File: src/rtl/bridge_pkg.sv
// Shared definitions for the bridge forwarding path: scheduler state encoding,
// frame header size, port identifiers and the default forwarding length limit.
package bridge_pkg;

    typedef enum logic [2:0] {
        IDLE,
        HDR_HI,
        HDR_LO,
        CHECK,
        EMIT_HI,
        EMIT_LO,
        FWD,
        DROP
    } arb_state_e;

    localparam int   HDR_BYTES       = 2;
    localparam logic PORT0           = 1'b0;
    localparam logic PORT1           = 1'b1;
    localparam int   DEFAULT_MAX_LEN = 1518;

endpackage

File: src/rtl/bridge_fwd_arbiter_rr_arb2.sv
// Two-requester round-robin arbiter. The grant is combinational from the
// requests; the last-served port is committed only when the owner reports done.
module rr_arb2
    import bridge_pkg::*;
(
    input  logic       clk,
    input  logic       rst_n,
    input  logic [1:0] req,
    input  logic       done,
    input  logic       served,
    output logic       gnt
);

    logic last_q, last_d;

    always_comb begin
        last_d = last_q;
        if (done) begin
            last_d = served;
        end
    end

    // Last-served starts at port 1 so port 0 wins the first tie.
    always_ff @(posedge clk or negedge rst_n) begin
        if (!rst_n) begin
            last_q <= PORT1;
        end else begin
            last_q <= last_d;
        end
    end

    always_comb begin
        gnt = PORT0;
        if (req == 2'b11) begin
            gnt = ~last_q;
        end else if (req == 2'b10) begin
            gnt = PORT1;
        end
    end

endmodule

File: src/rtl/bridge_fwd_arbiter.sv
// Frame-granular forwarding scheduler from two ingress FIFOs into one egress FIFO.
// Optional statistics counters are built only when BRIDGE_ARB_STATS_EN is defined.
module bridge_fwd_arbiter
    import bridge_pkg::*;
#(
    parameter int MAX_LEN = DEFAULT_MAX_LEN,
    parameter int LEN_W   = 16
) (
    input  logic        clk,
    input  logic        rst_n,
    input  logic [7:0]  in0_data,
    input  logic        in0_empty,
    output logic        in0_read,
    input  logic [7:0]  in1_data,
    input  logic        in1_empty,
    output logic        in1_read,
    output logic [7:0]  out_data,
    output logic        out_write,
    input  logic        out_full,
    output logic        grant,
    output logic        busy,
    output logic        frame_done,
    output logic        frame_drop,
    output logic [15:0] fwd_cnt0,
    output logic [15:0] fwd_cnt1,
    output logic [15:0] drop_cnt
);

    localparam logic [LEN_W-1:0] MAX_LEN_L = LEN_W'(MAX_LEN);
    localparam logic [LEN_W-1:0] ONE       = LEN_W'(1);

    arb_state_e       state_q, state_d;
    logic             grant_q, grant_d;
    logic [LEN_W-1:0] len_q, len_d, rem_q, rem_d;
    logic             infl_q, infl_d, hold_v_q, hold_v_d;
    logic [7:0]       hold_q, hold_d;
    logic             done_q, done_d, drop_q, drop_d;
    logic             rd, rd_port, arb_gnt, src_empty;
    logic [7:0]       src_data;

    assign src_empty = (grant_q == PORT1) ? in1_empty : in0_empty;
    assign src_data  = (grant_q == PORT1) ? in1_data  : in0_data;

    rr_arb2 u_rr (
        .clk    (clk),
        .rst_n  (rst_n),
        .req    ({~in1_empty, ~in0_empty}),
        .done   (done_d | drop_d),
        .served (grant_q),
        .gnt    (arb_gnt)
    );

    // infl_q marks a read issued last cycle whose byte is on src_data now.
    always_comb begin
        state_d   = state_q;
        grant_d   = grant_q;
        len_d     = len_q;
        rem_d     = rem_q;
        infl_d    = 1'b0;
        hold_v_d  = hold_v_q;
        hold_d    = hold_q;
        done_d    = 1'b0;
        drop_d    = 1'b0;
        rd        = 1'b0;
        rd_port   = grant_q;
        out_write = 1'b0;
        out_data  = 8'h00;
        case (state_q)
            IDLE: begin
                if (rst_n && (!in0_empty || !in1_empty)) begin
                    rd      = 1'b1;
                    rd_port = arb_gnt;
                    grant_d = arb_gnt;
                    infl_d  = 1'b1;
                    state_d = HDR_HI;
                end
            end
            HDR_HI: begin
                if (infl_q) begin
                    len_d = LEN_W'(src_data);
                end
                if (!src_empty) begin
                    rd      = 1'b1;
                    infl_d  = 1'b1;
                    state_d = HDR_LO;
                end
            end
            HDR_LO: begin
                len_d   = (len_q << 8) | LEN_W'(src_data);
                state_d = CHECK;
            end
            CHECK: begin
                rem_d   = len_q;
                state_d = (len_q > MAX_LEN_L) ? DROP : EMIT_HI;
            end
            EMIT_HI: begin
                if (!out_full) begin
                    out_write = 1'b1;
                    out_data  = 8'(len_q >> 8);
                    state_d   = EMIT_LO;
                end
            end
            EMIT_LO: begin
                if (!out_full) begin
                    out_write = 1'b1;
                    out_data  = len_q[7:0];
                    if (len_q == '0) begin
                        done_d  = 1'b1;
                        state_d = IDLE;
                    end else begin
                        state_d = FWD;
                    end
                end
            end
            FWD: begin
                // A parked byte always drains before a freshly returned one.
                if (hold_v_q) begin
                    if (!out_full) begin
                        out_write = 1'b1;
                        out_data  = hold_q;
                        hold_v_d  = 1'b0;
                    end
                end else if (infl_q) begin
                    if (!out_full) begin
                        out_write = 1'b1;
                        out_data  = src_data;
                    end else begin
                        hold_v_d = 1'b1;
                        hold_d   = src_data;
                    end
                end
                if (out_write) begin
                    rem_d = rem_q - ONE;
                    if (rem_q == ONE) begin
                        done_d  = 1'b1;
                        state_d = IDLE;
                    end
                end
                if (!src_empty && !hold_v_q && !(infl_q && out_full) &&
                    (rem_q > LEN_W'(infl_q))) begin
                    rd     = 1'b1;
                    infl_d = 1'b1;
                end
            end
            DROP: begin
                if (!src_empty) begin
                    rd    = 1'b1;
                    rem_d = rem_q - ONE;
                    if (rem_q == ONE) begin
                        drop_d  = 1'b1;
                        state_d = IDLE;
                    end
                end
            end
            default: state_d = IDLE;
        endcase
    end

    always_ff @(posedge clk or negedge rst_n) begin
        if (!rst_n) begin
            state_q  <= IDLE;
            grant_q  <= PORT0;
            len_q    <= '0;
            rem_q    <= '0;
            infl_q   <= 1'b0;
            hold_v_q <= 1'b0;
            hold_q   <= 8'h00;
            done_q   <= 1'b0;
            drop_q   <= 1'b0;
        end else begin
            state_q  <= state_d;
            grant_q  <= grant_d;
            len_q    <= len_d;
            rem_q    <= rem_d;
            infl_q   <= infl_d;
            hold_v_q <= hold_v_d;
            hold_q   <= hold_d;
            done_q   <= done_d;
            drop_q   <= drop_d;
        end
    end

    assign in0_read   = rd && (rd_port == PORT0);
    assign in1_read   = rd && (rd_port == PORT1);
    assign grant      = grant_q;
    assign busy       = (state_q != IDLE);
    assign frame_done = done_q;
    assign frame_drop = drop_q;

`ifdef BRIDGE_ARB_STATS_EN
    logic [15:0] fwd_cnt0_q, fwd_cnt0_d, fwd_cnt1_q, fwd_cnt1_d, drop_cnt_q, drop_cnt_d;

    always_comb begin
        fwd_cnt0_d = fwd_cnt0_q;
        fwd_cnt1_d = fwd_cnt1_q;
        drop_cnt_d = drop_cnt_q;
        if (done_d && (grant_q == PORT0) && (fwd_cnt0_q != 16'hFFFF)) begin
            fwd_cnt0_d = fwd_cnt0_q + 16'd1;
        end
        if (done_d && (grant_q == PORT1) && (fwd_cnt1_q != 16'hFFFF)) begin
            fwd_cnt1_d = fwd_cnt1_q + 16'd1;
        end
        if (drop_d && (drop_cnt_q != 16'hFFFF)) begin
            drop_cnt_d = drop_cnt_q + 16'd1;
        end
    end

    always_ff @(posedge clk or negedge rst_n) begin
        if (!rst_n) begin
            fwd_cnt0_q <= 16'h0000;
            fwd_cnt1_q <= 16'h0000;
            drop_cnt_q <= 16'h0000;
        end else begin
            fwd_cnt0_q <= fwd_cnt0_d;
            fwd_cnt1_q <= fwd_cnt1_d;
            drop_cnt_q <= drop_cnt_d;
        end
    end

    assign fwd_cnt0 = fwd_cnt0_q;
    assign fwd_cnt1 = fwd_cnt1_q;
    assign drop_cnt = drop_cnt_q;
`else
    assign fwd_cnt0 = 16'h0000;
    assign fwd_cnt1 = 16'h0000;
    assign drop_cnt = 16'h0000;
`endif

endmodule

File: config.mk
export PLATFORM = sky130hd
export DESIGN_NAME = bridge_fwd_arbiter
export DESIGN_NICKNAME = d
export VERILOG_FILES = /design/src/rtl/bridge_pkg.sv /design/src/rtl/bridge_fwd_arbiter_rr_arb2.sv /design/src/rtl/bridge_fwd_arbiter.sv
export SDC_FILE = /design/constraint.sdc
export NUM_CORES = 1
export LEC_CHECK = 0
export BUFFER_PORTS_ARGS = -buffer_cell sky130_fd_sc_hd__buf_4
export CAP_MARGIN = 20
export CORE_MARGIN = 2
export CORE_UTILIZATION = 40
export DETAILED_ROUTE_END_ITERATION = 16
export PLACE_DENSITY = 0.65
export SETUP_SLACK_MARGIN = 0.2
export SYNTH_ARGS = -nofsm -noshare
export SYNTH_HDL_FRONTEND = slang
export SYNTH_HIERARCHICAL = 1
export SYNTH_SLANG_ARGS = --single-unit
File: constraint.sdc
create_clock -name clk -period 1.7 [get_ports clk]
set_input_delay 0.085 -clock clk [delete_from_list [all_inputs] [get_ports clk]]
set_output_delay 0.085 -clock clk [all_outputs]
set_load 0.03 [all_outputs]
==> summary.txt, run 1 <==
Status
  • Run status: complete, but fails checks
  • Violated checks: setup timing

Routing
  • Routed WL: ~14000 um
  • WL per Instance: ~21 um
  • Vias: 3942
  • Antenna viol nets, final: 0
  • DRC: 0
  • Iteration-0 DRC Markers: 340
  • Via density: 5.96
  • 1st-pass router iterations: 6

Final layout
  • Ant. Diodes: 0
  • Share of layout cells above drive strength 1: between 50% and 60%
  • Post-route insts no fill: ~660
  • Most common cell after layout, fill and taps aside: buf_4
  • Fillers: 557
  • Most frequent cells in the layout: buf_4 (123), buf_6 (50), conb_1 (48), dfrtp_1 (42), a21oi_1 (28)
  • Area grow syn2layout: 71.7%
  • Layout net count: 581

Power
  • Static Leak: 2.49 nW
  • Max IR drop VDD: 0.548 mV
  • Pwr Density: 578 nW/um^2

Die
  • I/O pin cnt: 84
  • Core area: around 8000 um^2
  • Die width: roughly 95 um
  • Row count: 33
  • Die H: 95.1 um
  • Die area: about 9000 um^2
  • Initial Utilization: 40.8%

Yosys
  • Seq/Total Area, Yosys: 37.0%
  • Yosys cell types: 59
  • Flops & latches, synth: 49
  • Ys flop type: dfrtp_1
  • Post-synth ARST share: between 90% and 100%
  • Synthesized cell area: around 3300 um^2
  • Yosys warns: 6
  • Post-synth EDFFs: 0
  • Post-Syn Instances: approximately 380
  • Syn_area_per_cell: 8.67 um^2

STA
  • Slew margin rel.: 55.7%
  • Final setup viols: 55
  • Fin. Hold Viols: 0
  • Max Clock Skew: 11.3 ps
  • Clock period minus worst slack: around 2300 ps
  • FMAX: ~440 MHz
  • Worst-Margin Slew: 664 ps
  • Fin crit share: 133%
  • Unrepaired setup endpoints after global routing: true
  • Final Max Tran Viols: 0
  • Final WS setup: -560 ps

Global route
  • Met3 Use GR: 3.48%
  • Met2 Usage GRT: 44.8%
  • Total GRT Usage: between 20% and 30%
  • Pin count of the biggest net entering global routing: 50
  • GRT Max-Usage Layer: met2
  • Vias in the first global route: 3662
  • Antenna violations before repair: 0
  • Grt met1 use: about 32%
  • Global-route wire length before repair: 18200 um
  • GRT Residual Overflow: 0

Setup path
  • Worst setup SP type: flip-flop
  • Critical path required time: ~1600 ps
  • Crit Path Category: flip-flop to primary output
  • Path depth of the worst reg2reg path: 10
  • WP data arrival: 2180 ps
  • CP Capture Type: primary output
  • Crit Path Max Fanout: 2

Placement
  • Dpl ws: -219 ps
  • Placer's final routability congestion estimate: 0.908
  • Port bufs: 35
  • Dpl cells: 603
  • Hpwl dp: 7150 um

CTS
  • Clock Path Buffers: 2
  • Root Driver: clkbuf_8
  • H-tree Lvls: 2
  • Clk sink count: 49
  • Clk Latency, worst-skew pair: 310 ps
  • Clock transition at path regs: 100 ps
  • CTS buffer count: 5
  • CTS tree: done

Hold path
  • Worst min path class: primary input to flip-flop
  • Hold path depth: 3

Job
  • Max Cap Viol: 0
==> cells in the mapped netlist, types with 2 or more instances <==
master	number	area, um^2
a211oi_1	2	15.0
a21o_1	4	30.0
a21oi_1	34	170
a221o_1	2	20.0
a22o_1	10	87.6
a22oi_1	12	90.1
a311oi_1	2	17.5
a31oi_1	2	12.5
and3_1	3	18.8
and4_1	2	17.5
buf_2	6	30.0
buf_4	48	360
clkbuf_1	9	33.8
dfrtp_1	48	1200
ha_1	5	62.6
inv_1	9	33.8
mux2_2	2	22.5
mux2i_1	9	90.1
nand2_1	24	90.1
nand2b_1	2	12.5
nand3_1	9	45.0
nor2_1	28	105
nor2b_1	2	12.5
nor3_1	15	75.1
nor3_2	3	30.0
nor4_1	11	68.8
nor4b_1	2	17.5
o211ai_1	3	22.5
o21ai_0	31	155
o21ai_1	5	25.0
o22ai_1	7	43.8
o31ai_1	4	30.0
or3_1	2	12.5
==> cells by family (layout without fill, tap and decap cells) <==
| group | after synthesis | in the layout | synth area share, % |
|---|---|---|---|
| other | 1 | 48 | 0.113 |
| AO/OA/AOI/OAI | 127 | 127 | 24.3 |
| adder cells (fa/ha/maj) | 5 | 5 | 1.88 |
| AND/OR/NAND/NOR | 113 | 113 | 18.1 |
| flip-flops | 49 | 49 | 37.0 |
| multiplexers | 13 | 13 | 4.26 |
| buffers and inverters | 75 | 201 | 14.4 |
==> through the flow <==
| stage | instance area (um^2) | TNS, ps | hold slack, ps | total power [W] | utilization [%] |
|---|---|---|---|---|---|
| 2_1_floorplan | 3600 | -1120 | -211 | 0.00177 | - |
| 4_1_cts | 5160 | -4140 | 107 | 0.00310 | 63.5 |
| 3_5_place_dp | 4280 | -1360 | 320 | 0.00198 | 52.6 |
| 6_report | 5700 | -11910 | 135 | 0.00330 | 70.1 |
| 3_3_place_gp | 4280 | -1110 | 326 | 0.00197 | 52.6 |
| 5_1_grt | 5700 | -13730 | 161 | 0.00341 | 70.1 |
==> cell type report <==
| class | count | area (um^2) | share of cell area (%) |
|---|---|---|---|
| Timing Repair Buffer | 183 | 1690 | 29.7 |
| Clock buffer | 5 | 68.8 | 1.21 |
| Inverter | 10 | 50.0 | 0.878 |
| Multi-Input combinational cell | 306 | 2460 | 43.1 |
| Tap cell | 105 | 131 | 2.30 |
| Sequential cell | 49 | 1230 | 21.7 |
| Clock inverter | 3 | 65.1 | 1.14 |
==> path summary, 6_finish.rpt <==
kind	slack, ps	from	end
setup / recovery	-560	rem_q[5]	in0_read
hold / removal	140	in0_data[1]	len_q[1]
setup reg to reg	-410	state_q[0]	state_q[0]
hold reg to reg	540	hold_q[3]	hold_q[3]
max in group asynchronous	550	rst_n	len_q[6]
min in group asynchronous	630	rst_n	infl_q
==> state kept, by name (all words and copies together) (netlist names) <==
| register | cells |
|---|---|
| hold_v_q | 1 |
| frame_drop | 1 |
| rem_q | 16 |
| u_rr/last_q | 1 |
| infl_q | 1 |
| len_q | 16 |
| hold_q | 8 |
| frame_done | 1 |
| grant | 1 |
| state_q | 3 |
==> power breakdown <==
part | leakage, nW | switching, W | total [W] | internal (W)
sequential | 0.545 | 0.0000871 | 0.00132 | 0.00123
combinational | 1.88 | 0.000586 | 0.000966 | 0.000380
clock | 0.0681 | 0.000426 | 0.00101 | 0.000585
total | 2.49 | 0.00110 | 0.00330 | 0.00220
==> what timing repair did <==
item	CTS	global route
buffers inserted	27	17
hold endpoints to repair	37	0
gates resized for setup	117	97
pin swaps	31	38
hold buffers	1	0
cloned	2	3
endpoints found under the setup margin	38	60
==> routing by layer <==
| metal | part of all wire [%] | wire length [um] | vias up |
|---|---|---|---|
| met5 | 0 | 0 | - |
| met4 | 5.0 | 693 | 0 |
| met3 | 7.8 | 1090 | 65 |
| met2 | 51 | 7090 | 274 |
| met1 | 37 | 5110 | 1936 |
| li1 | - | - | 1667 |
==> worst max-delay path: stages (launching register included) <==
cell and delay, ps:
dfrtp_1 430, nor4_4 340, nand4_1 250, o31ai_2 280, o31ai_2 130, o21ai_2 240
nor2_4 70, buf_6 140
(Power assumes the default switching activity.)
==> run 2, diff against run 1 <==
--- a/config.mk
+++ b/config.mk
@@ -11,6 +11,7 @@
 export CORE_UTILIZATION = 40
 export DETAILED_ROUTE_END_ITERATION = 16
 export PLACE_DENSITY = 0.65
+export RECOVER_POWER = 25
 export SETUP_SLACK_MARGIN = 0.2
 export SYNTH_ARGS = -nofsm -noshare
 export SYNTH_HDL_FRONTEND = slang
==> constraint.sdc (replaced) <==
create_clock -name clk -period 1.7 [get_ports clk]
set_input_delay 0.085 -clock clk [delete_from_list [all_inputs] [get_ports clk]]
set_output_delay 0.085 -clock clk [all_outputs]
set_load 0.05 [all_outputs]
==> run 2 against run 1 <==
Effect of this change: the run still ends with setup timing left; register-to-register slack gained 100 ps; sequential power is essentially flat; worst setup slack lost 39 ps; global-route usage shrank 1.7 points; critical path depth is the same.
==> summary.txt, run 2 (same netlist as run 1, synthesis figures left out) <==
CTS
  • H-tree Lvls: 2 (unchanged)
  • CTS tree: done
  • Clk sink count: 49 (unchanged)
  • Root Driver: clkbuf_8
  • Clk Latency, worst-skew pair: 310 ps (about the same)
  • CTS buffer count: 5 (unchanged)
  • Clock transition at path regs: 100 ps (about the same)
  • Clock Path Buffers: 2 (unchanged)

STA
  • Clock period minus worst slack: 2300 ps (+38.8 ps)
  • Final setup viols: 33 (-40%)
  • Worst-Margin Slew: 1190 ps (+524 ps)
  • Fin crit share: 135% (+2.3 points)
  • Slew margin rel.: 20.8% (-35 points)
  • Final Max Tran Viols: 0 (unchanged)
  • Fin Hold WS: 108 ps (-27.2 ps)
  • Final WS setup: -599 ps (-38.8 ps)
  • Unrepaired setup endpoints after global routing: true
  • Max Clock Skew: 11.4 ps (+0.106 ps)
  • Fin. Hold Viols: 0 (unchanged)
  • FMAX: 435 MHz (-1.7%)

Routing
  • 1st-pass router iterations: 5 (-1)
  • Vias: 3540 (-10%)
  • DRC: 0 (unchanged)
  • Via density: 5.59 (-6.2%)
  • Antenna viol nets, final: 0 (unchanged)
  • Iteration-0 DRC Markers: 262 (-23%)
  • WL per Instance: 18.0 um (-15%)
  • Routed WL: 11400 um (-19%)

Setup path
  • Crit Path Max Fanout: 2 (unchanged)
  • Crit Path Category: flip-flop to primary output
  • CP Capture Type: primary output
  • Critical path required time: 1620 ps (about the same)
  • CP cell instances: nor4_4 -> nand4_1 -> o31ai_2 -> o31ai_2 -> o21ai_2 -> nor2b_4 -> buf_6
  • WP data arrival: 2210 ps (+30 ps)
  • Top delay family on crit path: compound AO/OA/AOI/OAI gates
  • Cell mode on critical path: o31ai_2
  • Count of buffer and inverter cells on the critical path: 1 (unchanged)
  • CP max stage delay: 420 ps (about the same)
  • Slowest cell on crit path: dfrtp_1
  • Worst setup SP type: flip-flop
  • Crit. Startpoint: rem_q[6]
  • Worst reg2reg path startpoint: rem_q[6]

Die
  • Row count: 33 (unchanged)
  • Die width: 95.1 um (unchanged)
  • Die area: 9050 um^2 (unchanged)
  • Die H: 95.1 um (unchanged)
  • Core area: 8130 um^2 (unchanged)
  • Initial Utilization: 40.8% (unchanged)
  • I/O pin cnt: 84 (unchanged)

Final layout
  • Most frequent cells in the layout: buf_4 (100), conb_1 (48), dfrtp_1 (46), buf_6 (43), a21oi_1 (23)
  • Fillers: 608 (+9.2%)
  • Fin util: 65.1% (-5.0 points)
  • Share of layout cells above drive strength 1: 52.3% (-4.4 points)
  • Top flop regs: len_q x16, rem_q x16, hold_q x8
  • Most common cell after layout, fill and taps aside: buf_4
  • Area grow syn2layout: 59.5%
  • Layout net count: 553 (-4.8%)
  • Ant. Diodes: 0 (unchanged)

Global route
  • Total GRT Usage: 24.0% (-1.7 points)
  • Vias in the first global route: 3352 (-8.5%)
  • Pin count of the biggest net entering global routing: 50 (unchanged)
  • Antenna violations before repair: 0 (unchanged)
  • Global-route wire length before repair: 16700 um (-8.3%)
  • GRT Residual Overflow: 0 (unchanged)

Power
  • Max IR drop VDD: 0.303 mV (-45%)
  • Static Leak: 2.31 nW (-7.4%)
  • Tot Pwr: 0.00324 W (-1.7%)
  • Pwr Density: 612 nW/um^2 (+5.9%)

Status
  • Violated checks: setup timing
  • Run status: complete, but fails checks

Placement
  • Dpl ws: -186 ps (+32.8 ps)
  • Port bufs: 35 (unchanged)
  • Hpwl dp: 6790 um (-5.0%)
  • Placer's final routability congestion estimate: 0.855 (-5.8%)

Job
  • Max Cap Viol: 0 (unchanged)

Hold path
  • Worst min path class: primary input to flip-flop
  • Hold_sp: in0_data[2]
==> run 2: changes by cell type in the layout (fill, tap and decap cells not counted), moves of 5 or more <==
cell / previous run / this run
a21oi_1: 28 / 23
a21oi_2: 5 / 11
buf_4: 123 / 100
buf_6: 50 / 43
nand2_1: 11 / 20
nand2_4: 6 / 1
nor2_1: 22 / 16
nor2_4: 4 / 10
o21ai_0: 1 / 8
o21ai_1: 17 / 11
==> run 2: routing by layer <==
| layer | track usage, % | vias up | routed length (um) |
|---|---|---|---|
| met5 | 0 | - | 0 |
| met3 | 3.24 | 31 | 693 |
| met1 | 30.3 | 1712 | 4650 |
| met2 | 42.4 | 177 | 5760 |
| li1 | - | 1620 | - |
| met4 | 7.37 | 0 | 286 |
==> run 2: path summary, 6_finish.rpt <==
check,cells after the start,slack [ps],endpoint
worst max-delay path,7,-600,in1_read
worst min-delay path,3,110,hold_q[2]
worst max register to register,7,-310,u_rr/last_q
worst min register to register,2,580,hold_q[7]
max in group asynchronous,3,140,state_q[2]
min in group asynchronous,3,780,hold_v_q
==> run 2: repair_timing <==
item / CTS / global route
cloned: 4 / 1
resized for setup: 102 / 66
endpoints found under the hold margin: 48 / 0
endpoints found under the setup margin: 50 / 59
hold buffers: 1 / 0
setup buffers: 14 / 11
pin swaps: 24 / 11
==> run 2: layout make-up <==
cell class / instances / area, um^2 / area share [%]
multi-input combinational: 309 / 2410 / 45.5
timing repair buffer: 152 / 1350 / 25.4
sequential: 49 / 1230 / 23.2
tap: 105 / 131 / 2.48
clock buffer: 5 / 68.8 / 1.30
clock inverter: 3 / 68.8 / 1.30
inverter: 10 / 42.5 / 0.803
==> run 2: tightest hold or removal path, cell delays in order <==
cell     delay (ps)
buf_4            70
mux2i_1         100
a21oi_2         130
==> run 2: through the flow <==
stage,instances,cell area (um^2),setup TNS [ps]
floorplan,430,3630,-1270
global placement,594,4230,-3890
detailed placement,594,4230,-2490
CTS,621,4960,-3670
global route,633,5300,-8810
finish,633,5300,-6640
==> run 2: power breakdown <==
| group | leakage [nW] | internal [W] | switching, W |
|---|---|---|---|
| combinational | 1.69 | 0.000329 | 0.000585 |
| clock | 0.0687 | 0.000593 | 0.000447 |
| sequential | 0.548 | 0.00123 | 0.0000565 |
| total | 2.31 | 0.00215 | 0.00109 |
